### config.mk
export PLATFORM = sky130hd
export DESIGN_NAME = vgacon_term_ctrl
export DESIGN_NICKNAME = d
export VERILOG_FILES = /design/src/rtl/vgacon_term_ctrl.sv
export SDC_FILE = /design/constraint.sdc
export NUM_CORES = 1
export LEC_CHECK = 0
export CAP_MARGIN = 20
export CELL_PAD_IN_SITES_DETAIL_PLACEMENT = 0
export CELL_PAD_IN_SITES_GLOBAL_PLACEMENT = 1
export CORE_MARGIN = 5
export CORE_UTILIZATION = 44
export CTS_CLUSTER_SIZE = 20
export DETAILED_ROUTE_END_ITERATION = 10
export DONT_BUFFER_PORTS = 1
export GPL_TIMING_DRIVEN = 1
export PLACE_DENSITY_LB_ADDON = 0.08
export SLEW_MARGIN = 5
export SYNTH_ARGS = -nofsm -noshare
export SYNTH_HDL_FRONTEND = slang
export SYNTH_SLANG_ARGS = --single-unit
### constraint.sdc
create_clock -name clk -period 2.3 [get_ports clk]
set_clock_uncertainty 0.2 [all_clocks]
set_input_delay 0.345 -clock clk [delete_from_list [all_inputs] [get_ports clk]]
set_output_delay 0.345 -clock clk [all_outputs]
set_load 0.02 [all_outputs]
### src/rtl/vgacon_term_ctrl.sv
// Terminal-style write controller for the VGA console text buffer: cursor tracking,
// control-code handling, line wrap, scroll-by-row-copy and optional vblank-gated writes.
module vgacon_term_ctrl #(
  parameter int NUM_ROWS = 3,
  parameter int NUM_COLS = 10,
  parameter int ADDR_W   = 5
) (
  input  logic              clk,
  input  logic              rst_n,
  input  logic              char_valid,
  input  logic [7:0]        char_data,
  output logic              char_ready,
  input  logic              clear,
  input  logic              vblank,
  input  logic              gate_en,
  output logic [ADDR_W-1:0] buf_addr,
  output logic [7:0]        buf_wdata,
  output logic              buf_we,
  input  logic [7:0]        buf_rdata,
  output logic [1:0]        cursor_row,
  output logic [3:0]        cursor_col,
  output logic              busy
);

  typedef enum logic [2:0] {
    S_IDLE, S_PUT, S_SCR_RD, S_SCR_WR, S_SCR_CLR, S_CLEAR
  } state_e;

  localparam logic [ADDR_W-1:0] LAST_CELL     = ADDR_W'(NUM_ROWS * NUM_COLS - 1);
  localparam logic [ADDR_W-1:0] LAST_ROW_BASE = ADDR_W'((NUM_ROWS - 1) * NUM_COLS);
  localparam logic [ADDR_W-1:0] ROW1_BASE     = ADDR_W'(NUM_COLS);
  localparam logic [1:0]        LAST_ROW      = 2'(NUM_ROWS - 1);
  localparam logic [3:0]        LAST_COL      = 4'(NUM_COLS - 1);

  state_e            state_q, state_d;
  logic [1:0]        row_q, row_d;
  logic [3:0]        col_q, col_d;
  logic [ADDR_W-1:0] src_q, src_d;
  logic [ADDR_W-1:0] dst_q, dst_d;
  logic [7:0]        cap_q, cap_d;
  logic [7:0]        byte_q, byte_d;

  logic              wr_ok;
  logic              do_newline;
  logic              we_raw;
  logic [ADDR_W-1:0] cur_cell;
  logic [6:0]        code;

  assign wr_ok    = ~gate_en | vblank;
  assign code     = char_data[6:0];
  assign cur_cell = ADDR_W'(row_q) * ADDR_W'(NUM_COLS) + ADDR_W'(col_q);

  always_ff @(posedge clk or negedge rst_n) begin
    if (!rst_n) begin
      state_q <= S_CLEAR;
      row_q   <= '0;
      col_q   <= '0;
      src_q   <= '0;
      dst_q   <= '0;
      cap_q   <= 8'h20;
      byte_q  <= 8'h20;
    end else begin
      state_q <= state_d;
      row_q   <= row_d;
      col_q   <= col_d;
      src_q   <= src_d;
      dst_q   <= dst_d;
      cap_q   <= cap_d;
      byte_q  <= byte_d;
    end
  end

  always_comb begin
    state_d    = state_q;
    row_d      = row_q;
    col_d      = col_q;
    src_d      = src_q;
    dst_d      = dst_q;
    cap_d      = cap_q;
    byte_d     = byte_q;
    do_newline = 1'b0;
    case (state_q)
      S_IDLE: begin
        if (clear || (char_valid && code == 7'h0C)) begin
          // clear beats a simultaneous byte; FF takes the same path once accepted
          state_d = S_CLEAR;
          row_d   = '0;
          col_d   = '0;
          dst_d   = '0;
        end else if (char_valid) begin
          byte_d = char_data;
          if (code == 7'h0D) begin
            col_d = '0;
          end else if (code == 7'h0A) begin
            col_d      = '0;
            do_newline = 1'b1;
          end else if (code == 7'h08) begin
            if (col_q != '0) col_d = col_q - 4'd1;
          end else if (code >= 7'h20 && code <= 7'h7E) begin
            state_d = S_PUT;
          end
        end
      end
      S_PUT: begin
        if (wr_ok) begin
          state_d = S_IDLE;
          if (col_q != LAST_COL) begin
            col_d = col_q + 4'd1;
          end else begin
            col_d      = '0;
            do_newline = 1'b1;
          end
        end
      end
      S_SCR_RD: begin
        cap_d   = buf_rdata;
        state_d = S_SCR_WR;
      end
      S_SCR_WR: begin
        if (wr_ok) begin
          src_d   = src_q + 1'b1;
          dst_d   = dst_q + 1'b1;
          state_d = S_SCR_RD;
          if (src_q == LAST_CELL) begin
            dst_d   = LAST_ROW_BASE;
            state_d = S_SCR_CLR;
          end
        end
      end
      S_SCR_CLR: begin
        if (wr_ok) begin
          dst_d = dst_q + 1'b1;
          if (dst_q == LAST_CELL) state_d = S_IDLE;
        end
      end
      S_CLEAR: begin
        if (wr_ok) begin
          dst_d = dst_q + 1'b1;
          if (dst_q == LAST_CELL) begin
            state_d = S_IDLE;
            row_d   = '0;
            col_d   = '0;
            dst_d   = '0;
          end
        end
      end
      default: state_d = S_CLEAR;
    endcase

    // Bottom row: keep the cursor there and shift rows 1.. up by one
    if (do_newline) begin
      if (row_q != LAST_ROW) begin
        row_d = row_q + 2'd1;
      end else begin
        state_d = S_SCR_RD;
        src_d   = ROW1_BASE;
        dst_d   = '0;
      end
    end
  end

  always_comb begin
    we_raw    = 1'b0;
    buf_addr  = dst_q;
    buf_wdata = 8'h20;
    case (state_q)
      S_PUT: begin
        buf_addr  = cur_cell;
        buf_wdata = byte_q;
        we_raw    = wr_ok;
      end
      S_SCR_RD:  buf_addr = src_q;
      S_SCR_WR: begin
        buf_wdata = cap_q;
        we_raw    = wr_ok;
      end
      S_SCR_CLR: we_raw = wr_ok;
      S_CLEAR:   we_raw = wr_ok;
      default:   we_raw = 1'b0;
    endcase
  end

  // The CLEAR reset state would otherwise strobe the buffer while reset is held
  assign buf_we     = we_raw & rst_n;
  assign char_ready = (state_q == S_IDLE) & ~clear;
  assign busy       = (state_q != S_IDLE);
  assign cursor_row = row_q;
  assign cursor_col = col_q;

endmodule

# Word level (Yosys, flattened, before mapping)

Cells that the tools add are included.

Bits in registers: 35
Bits of input ports: 22
Output and inout bits: 22
Logic and storage cells: 106

$add $sub $neg: 6
Multiply operators: 1
Magnitude comparators: 2
Equal/unequal tests: 19
Muxes and demuxes: 54
Bitwise gates (word level): 6
Reductions and logical operators: 11

Operator list:

| operator            | count |
|---|---|
| $mux 5              | 12 |
| $mux 4              | 10 |
| $mux 3              | 13 |
| $eq 7x4->1 const B  | 4 |
| $pmux 5 s4          | 1 |
| $pmux 8 s2          | 1 |
| $pmux 3 s5          | 1 |
| $pmux 4 s3          | 1 |
| $add 5x1->5 const B | 2 |
| $eq 5x5->1 const B  | 2 |
| $mux 2              | 5 |
| $ne 5x5->1 const B  | 2 |
| $pmux 5 s2          | 1 |
| $ne 2x2->1 const B  | 4 |
| $ge 7x6->1 const B  | 1 |
| $le 7x7->1 const B  | 1 |
| $mux 1              | 7 |
| $reduce_and 7->1    | 1 |
| $eq 3x2->1 const B  | 2 |
| $eq 3x3->1 const B  | 2 |
| $reduce_bool 3->1   | 2 |
| $add 5x4->5         | 1 |
| $add 4x1->4 const B | 1 |
| $mul 2x3->4 const B | 1 |
| 17 further kinds    | 21 |

# Longest topological paths before layout

Word-level depth: 11
Depth in mapped cells: 8

# Least setup slack after synthesis

Ideal clock, no wire load.

Path type: register -> output
From: register state_q[0]
To: output port buf_addr[1]
Data arrival time: 1820 ps
Setup slack: -65 ps
Cell stages (with the launch flop): 7
Path buffers: 2
Path through: dfstp_2 -> buf_2 -> nor2b_1 -> and2_1 -> buf_2 -> nor3_1 -> a221o_1

Cells in the longest elaborated chain, start to end: 2
Elaborated cells on any way between the ends: 3
Those cells by class: eq/ne (2); mux (1)

RTL lines:

| item                                     | line | source |
|---|---|---|
| from (decl)                              | 35   | `state_e state_q, state_d;` |
| from (signal assigned)                   | 63   | `state_q <= state_d;` |
| $eq 3x2->1 or $eq 3x1->1 (tied branches) | 166  | `case (state_q)` |
| $pmux 5 s2 (*)                           | 166  |  |
| to (decl)                                | 16   | `output logic [ADDR_W-1:0] buf_addr,` |

Every way passes the cells marked *; elsewhere a longest branch is shown, timed or not.

# Final worst setup path

From: register col_q[1] (netlist: cursor_col[1])
To: output port buf_addr[2]

Cells in the longest elaborated chain, start to end: 2

RTL lines:

| item                   | line | source |
|---|---|---|
| from (decl)            | 37   | `logic [3:0] col_q, col_d;` |
| from (signal assigned) | 65   | `col_q <= col_d;` |
| $add 5x4->5            | 51   | `assign cur_cell = ADDR_W'(row_q) * ADDR_W'(NUM_COLS) + ADDR_W'(col_q);` |
| $pmux 5 s2             | 166  |  |

No other way between the ends.

==> results_tabular.tex <==
\begin{tabular}{lr}
\hline
Metric & Value \\
\hline
\multicolumn{2}{l}{\textbf{Finish}} \\
Highest-count cells in the layout ignoring fill and taps & sky130\_fd\_sc\_hd\_\_buf\_4 (31), sky130\_fd\_sc\_hd\_\_dfrtp\_1 (27), sky130\_fd\_sc\_hd\_\_nor2\_1 (16), sky130\_fd\_sc\_hd\_\_mux2\_2 (16), sky130\_fd\_sc\_hd\_\_dlygate4sd3\_1 (16) \\
\# diodes & 0 \\
Most common cell after layout, fill and taps aside & sky130\_fd\_sc\_hd\_\_buf\_4 \\
Fillers & 461 \\
Final \#Nets & 319 \\
Total area of sequential cells & 886 µm² \\
Multi-input logic area & 0.00146 mm² \\
Final std cell area, no fill & 0.00305 mm² \\
Layout area overhead & 33.0\% \\
Count of placed standard cells in the final layout, fillers left out & 356 \\
Proportion of layout cells with a drive suffix above 1 & 38.1\% \\
\multicolumn{2}{l}{\textbf{Critical path}} \\
Reg2Reg Depth & 7 \\
Critical Path Sink Type & primary output \\
Delay of the slowest critical-path stage & 520 ps \\
Endpoint of the worst-slack reg-to-reg timing path & dst\_q[2] \\
Critical path's top delay family & adder cells \\
Required time of the critical path & 1750 ps \\
Cell-by-cell listing of the critical path & ha\_4, inv\_2, fa\_2, nor2\_1, a221o\_1 \\
FF-to-FF setup slack & 60 ps \\
Sum of buffers and inverters on the critical path & 1 \\
Arrival time at the worst endpoint & 1800 ps \\
Critical Setup Path Class & reg2out \\
Peak fanout along the critical path & 2 \\
Startpoint type of the worst setup path & flop \\
Worst r2r src & state\_q[2] \\
Cell with the largest stage delay on the worst path & sky130\_fd\_sc\_hd\_\_fa\_2 \\
\multicolumn{2}{l}{\textbf{Drt}} \\
First drt pass iteration count & 4 \\
Detail Route met2 WL & 3040 µm \\
Metal3 WL & 415 µm \\
Uppermost metal layer occupied by signal nets & met4 \\
Via count & 2068 \\
Wirelength per Cell & 18.4 µm \\
Detailed-route wire length on metal 1 & 3040 µm \\
Starting DRC count in detailed routing & 67 \\
Post-detailed-route via-to-cell ratio & 5.81 \\
Residual DRC & 0 \\
Antenna-violating nets left & 0 \\
WL final & 6560 µm \\
\multicolumn{2}{l}{\textbf{Clock tree}} \\
Clock insertion delay at the later pin of the skew report & 290 ps \\
Total CTS buffers & 5 \\
TritonCTS clock tree & yes \\
Clk pin slew, worst setup/hold paths & 80 ps \\
Number of clock sinks & 35 \\
Number of buffers on the longest clock path & 2 \\
H-tree level count & 2 \\
Root buf cell & sky130\_fd\_sc\_hd\_\_clkbuf\_8 \\
\multicolumn{2}{l}{\textbf{STA}} \\
Period utilisation layout & 102\% \\
Relative slew margins & 72.4\% \\
Hold Fails Final Rpt & 0 \\
Post-route worst setup slack & -46.9 ps \\
Hold WS & 15.0 ps \\
Transition time of the tightest slew-check pin & 413 ps \\
Highest attainable clock frequency & 426 MHz \\
Fin. max-slew vios & 0 \\
Final setup violation count & 3 \\
Post-layout minimum cycle time & 2350 ps \\
Setup repair after global routing missed its margin & yes \\
\multicolumn{2}{l}{\textbf{Place}} \\
Instance area after placement & 0.00252 mm² \\
Count of port buffers added during placement & 0 \\
Cell count after placement & 318 \\
Final weighted congestion in routability-driven placement & 0.836 \\
Worst setup slack after placement & 69.3 ps \\
Post-detailed-placement half-perimeter wirelength & 4550 µm \\
\multicolumn{2}{l}{\textbf{Floorplanning}} \\
Die width & 82.2 µm \\
Number of standard-cell rows in the floorplan & 26 \\
Full die area & 0.00676 mm² \\
Io pins & 44 \\
Vertical die dimension & 82.2 µm \\
Core region area & 0.00507 mm² \\
Initial Utilization & 45.2\% \\
\multicolumn{2}{l}{\textbf{Yosys}} \\
Post-Synthesis Cell Area & 0.00229 mm² \\
Count of warnings emitted by yosys & 0 \\
Synthesized flop and latch total & 35 \\
Sequential element share of the synthesized area & 38.4\% \\
Synthesized Nets & 268 \\
Cells after Synth & 234 \\
Commonest register cell after synthesis & sky130\_fd\_sc\_hd\_\_dfrtp\_1 \\
Count of flip-flops with a built-in enable after synthesis & 0 \\
Average cell area after synthesis & 9.80 µm² \\
Share of flip-flops with an asynchronous set or reset & 100\% \\
Netlist cell types & 53 \\
\multicolumn{2}{l}{\textbf{Outcome}} \\
Violated checks & setup timing \\
Outcome & finished, violations left \\
\multicolumn{2}{l}{\textbf{Global route}} \\
Total GRT Usage & 19.9\% \\
Total congestion overflow & 0 \\
Pin count of the biggest net entering global routing & 36 \\
Wire length of the first global-routing pass & 10100 µm \\
Via count of the first global-routing pass & 2029 \\
Initial antenna violation count & 0 \\
\multicolumn{2}{l}{\textbf{Power}} \\
Design Power & 2.74 mW \\
VDD IR-drop max & 0.000419 V \\
Leakage Power & 1.32 nW \\
Power density normalized to cell area & 897 mW/mm² \\
\multicolumn{2}{l}{\textbf{Hold path}} \\
Min-Delay Endpoint & state\_q[0] \\
Min-Delay Path Depth & 2 \\
Min-Delay Path Class & in2reg \\
Min-Delay Startpoint & char\_data[6] \\
\multicolumn{2}{l}{\textbf{Job}} \\
Max Cap Violations & 0 \\
\hline
\end{tabular}
==> registers in the layout, indices dropped and copies added, names as in the netlist <==
register and flops:
byte_q 8, cap_q 8, dst_q 5, src_q 5
cursor_col 4, state_q 3, cursor_row 2
==> cell type report <==
cell class | instances | area share [%]
Multi-Input combinational cell | 175 | 47.8
Sequential cell | 35 | 29.0
Timing Repair Buffer | 53 | 15.4
Tap cell | 70 | 2.87
Clock buffer | 5 | 2.26
Inverter | 15 | 1.97
Clock inverter | 3 | 0.656
==> per-stage QoR <==
stage / setup TNS, ps / utilization, %
after CTS: -132 / 55.3
after global placement: 0 / 49.6
final: -62.9 / 60.1
after floorplan: 0 / -
after detailed placement: 0 / 49.6
after global routing: -374 / 60.1
==> worst max path at each step <==
stage	from	endpoint	slack, ps	depth (start not counted)
after floorplan	state_q[0]	buf_addr[1]	20	6
after global routing	cursor_row[0]	buf_addr[3]	-100	6
final	cursor_col[1]	buf_addr[2]	-50	5
after detailed placement	cursor_col[1]	state_q[1]	70	8
after global placement	state_q[1]	dst_q[2]	50	6
after CTS	cursor_row[0]	buf_addr[2]	-60	5
==> layer usage <==
layer	vias up	GRT usage (%)
li1	969	-
met1	1029	27.1
met2	62	31.3
met3	8	5.10
met4	0	5.32
met5	-	0
==> cell usage after synthesis (all sizes together), types with 4 or more instances <==
| cell type | instances | share of area, % |
|---|---|---|
| a22oi | 4 | 1.3 |
| nand2 | 14 | 2.3 |
| ha | 11 | 6.0 |
| inv | 15 | 2.5 |
| dfrtp | 31 | 34 |
| buf | 5 | 1.2 |
| nand2b | 5 | 1.4 |
| mux2 | 16 | 7.9 |
| o21ai | 12 | 2.6 |
| dfstp | 4 | 4.6 |
| clkbuf | 4 | 0.71 |
| nor3 | 12 | 2.8 |
| a21oi | 6 | 1.3 |
| nor2 | 17 | 2.8 |
| nand3b | 4 | 1.3 |
| a22o | 7 | 2.7 |
| nand3 | 7 | 1.5 |
| xor2 | 4 | 1.5 |
==> worst reg2reg max path, cell delays in order, from the launching register on <==
cell,delay [ps]
sky130_fd_sc_hd__dfstp_2,420
sky130_fd_sc_hd__buf_4,160
sky130_fd_sc_hd__or4b_4,530
sky130_fd_sc_hd__nor4_4,150
sky130_fd_sc_hd__o211a_1,200
sky130_fd_sc_hd__nor3b_4,240
sky130_fd_sc_hd__buf_6,160
sky130_fd_sc_hd__a21oi_1,50
==> where the power goes <==
group	switching (mW)	leakage, nW	total (mW)	internal [mW]
registers	0.154	0.439	0.946	0.792
logic	0.735	0.838	1.33	0.598
clock network	0.245	0.0402	0.456	0.211
==> repair_timing <==
| item | in CTS | in global routing |
|---|---|---|
| pin swaps | 3 | 4 |
| gates resized for setup | 13 | 35 |
| endpoints found under the setup margin | 13 | 23 |
| hold buffers | 11 | 6 |
| buffers inserted | 5 | 7 |
| endpoints found under the hold margin | 44 | 6 |
| cloned | 0 | 1 |
==> cell families after synthesis <==
| logic type | Yosys count | share of synthesized area, % |
|---|---|---|
| AND/OR/NAND/NOR | 79 | 19.6 |
| AO/OA/AOI/OAI | 59 | 19.4 |
| flip-flops | 35 | 38.4 |
| buffers and inverters | 24 | 4.36 |
| multiplexers | 18 | 8.73 |
| adder cells (fa/ha/maj) | 12 | 6.87 |
| XOR/XNOR | 7 | 2.67 |
Note: power is estimated with default switching activity, not from simulation.
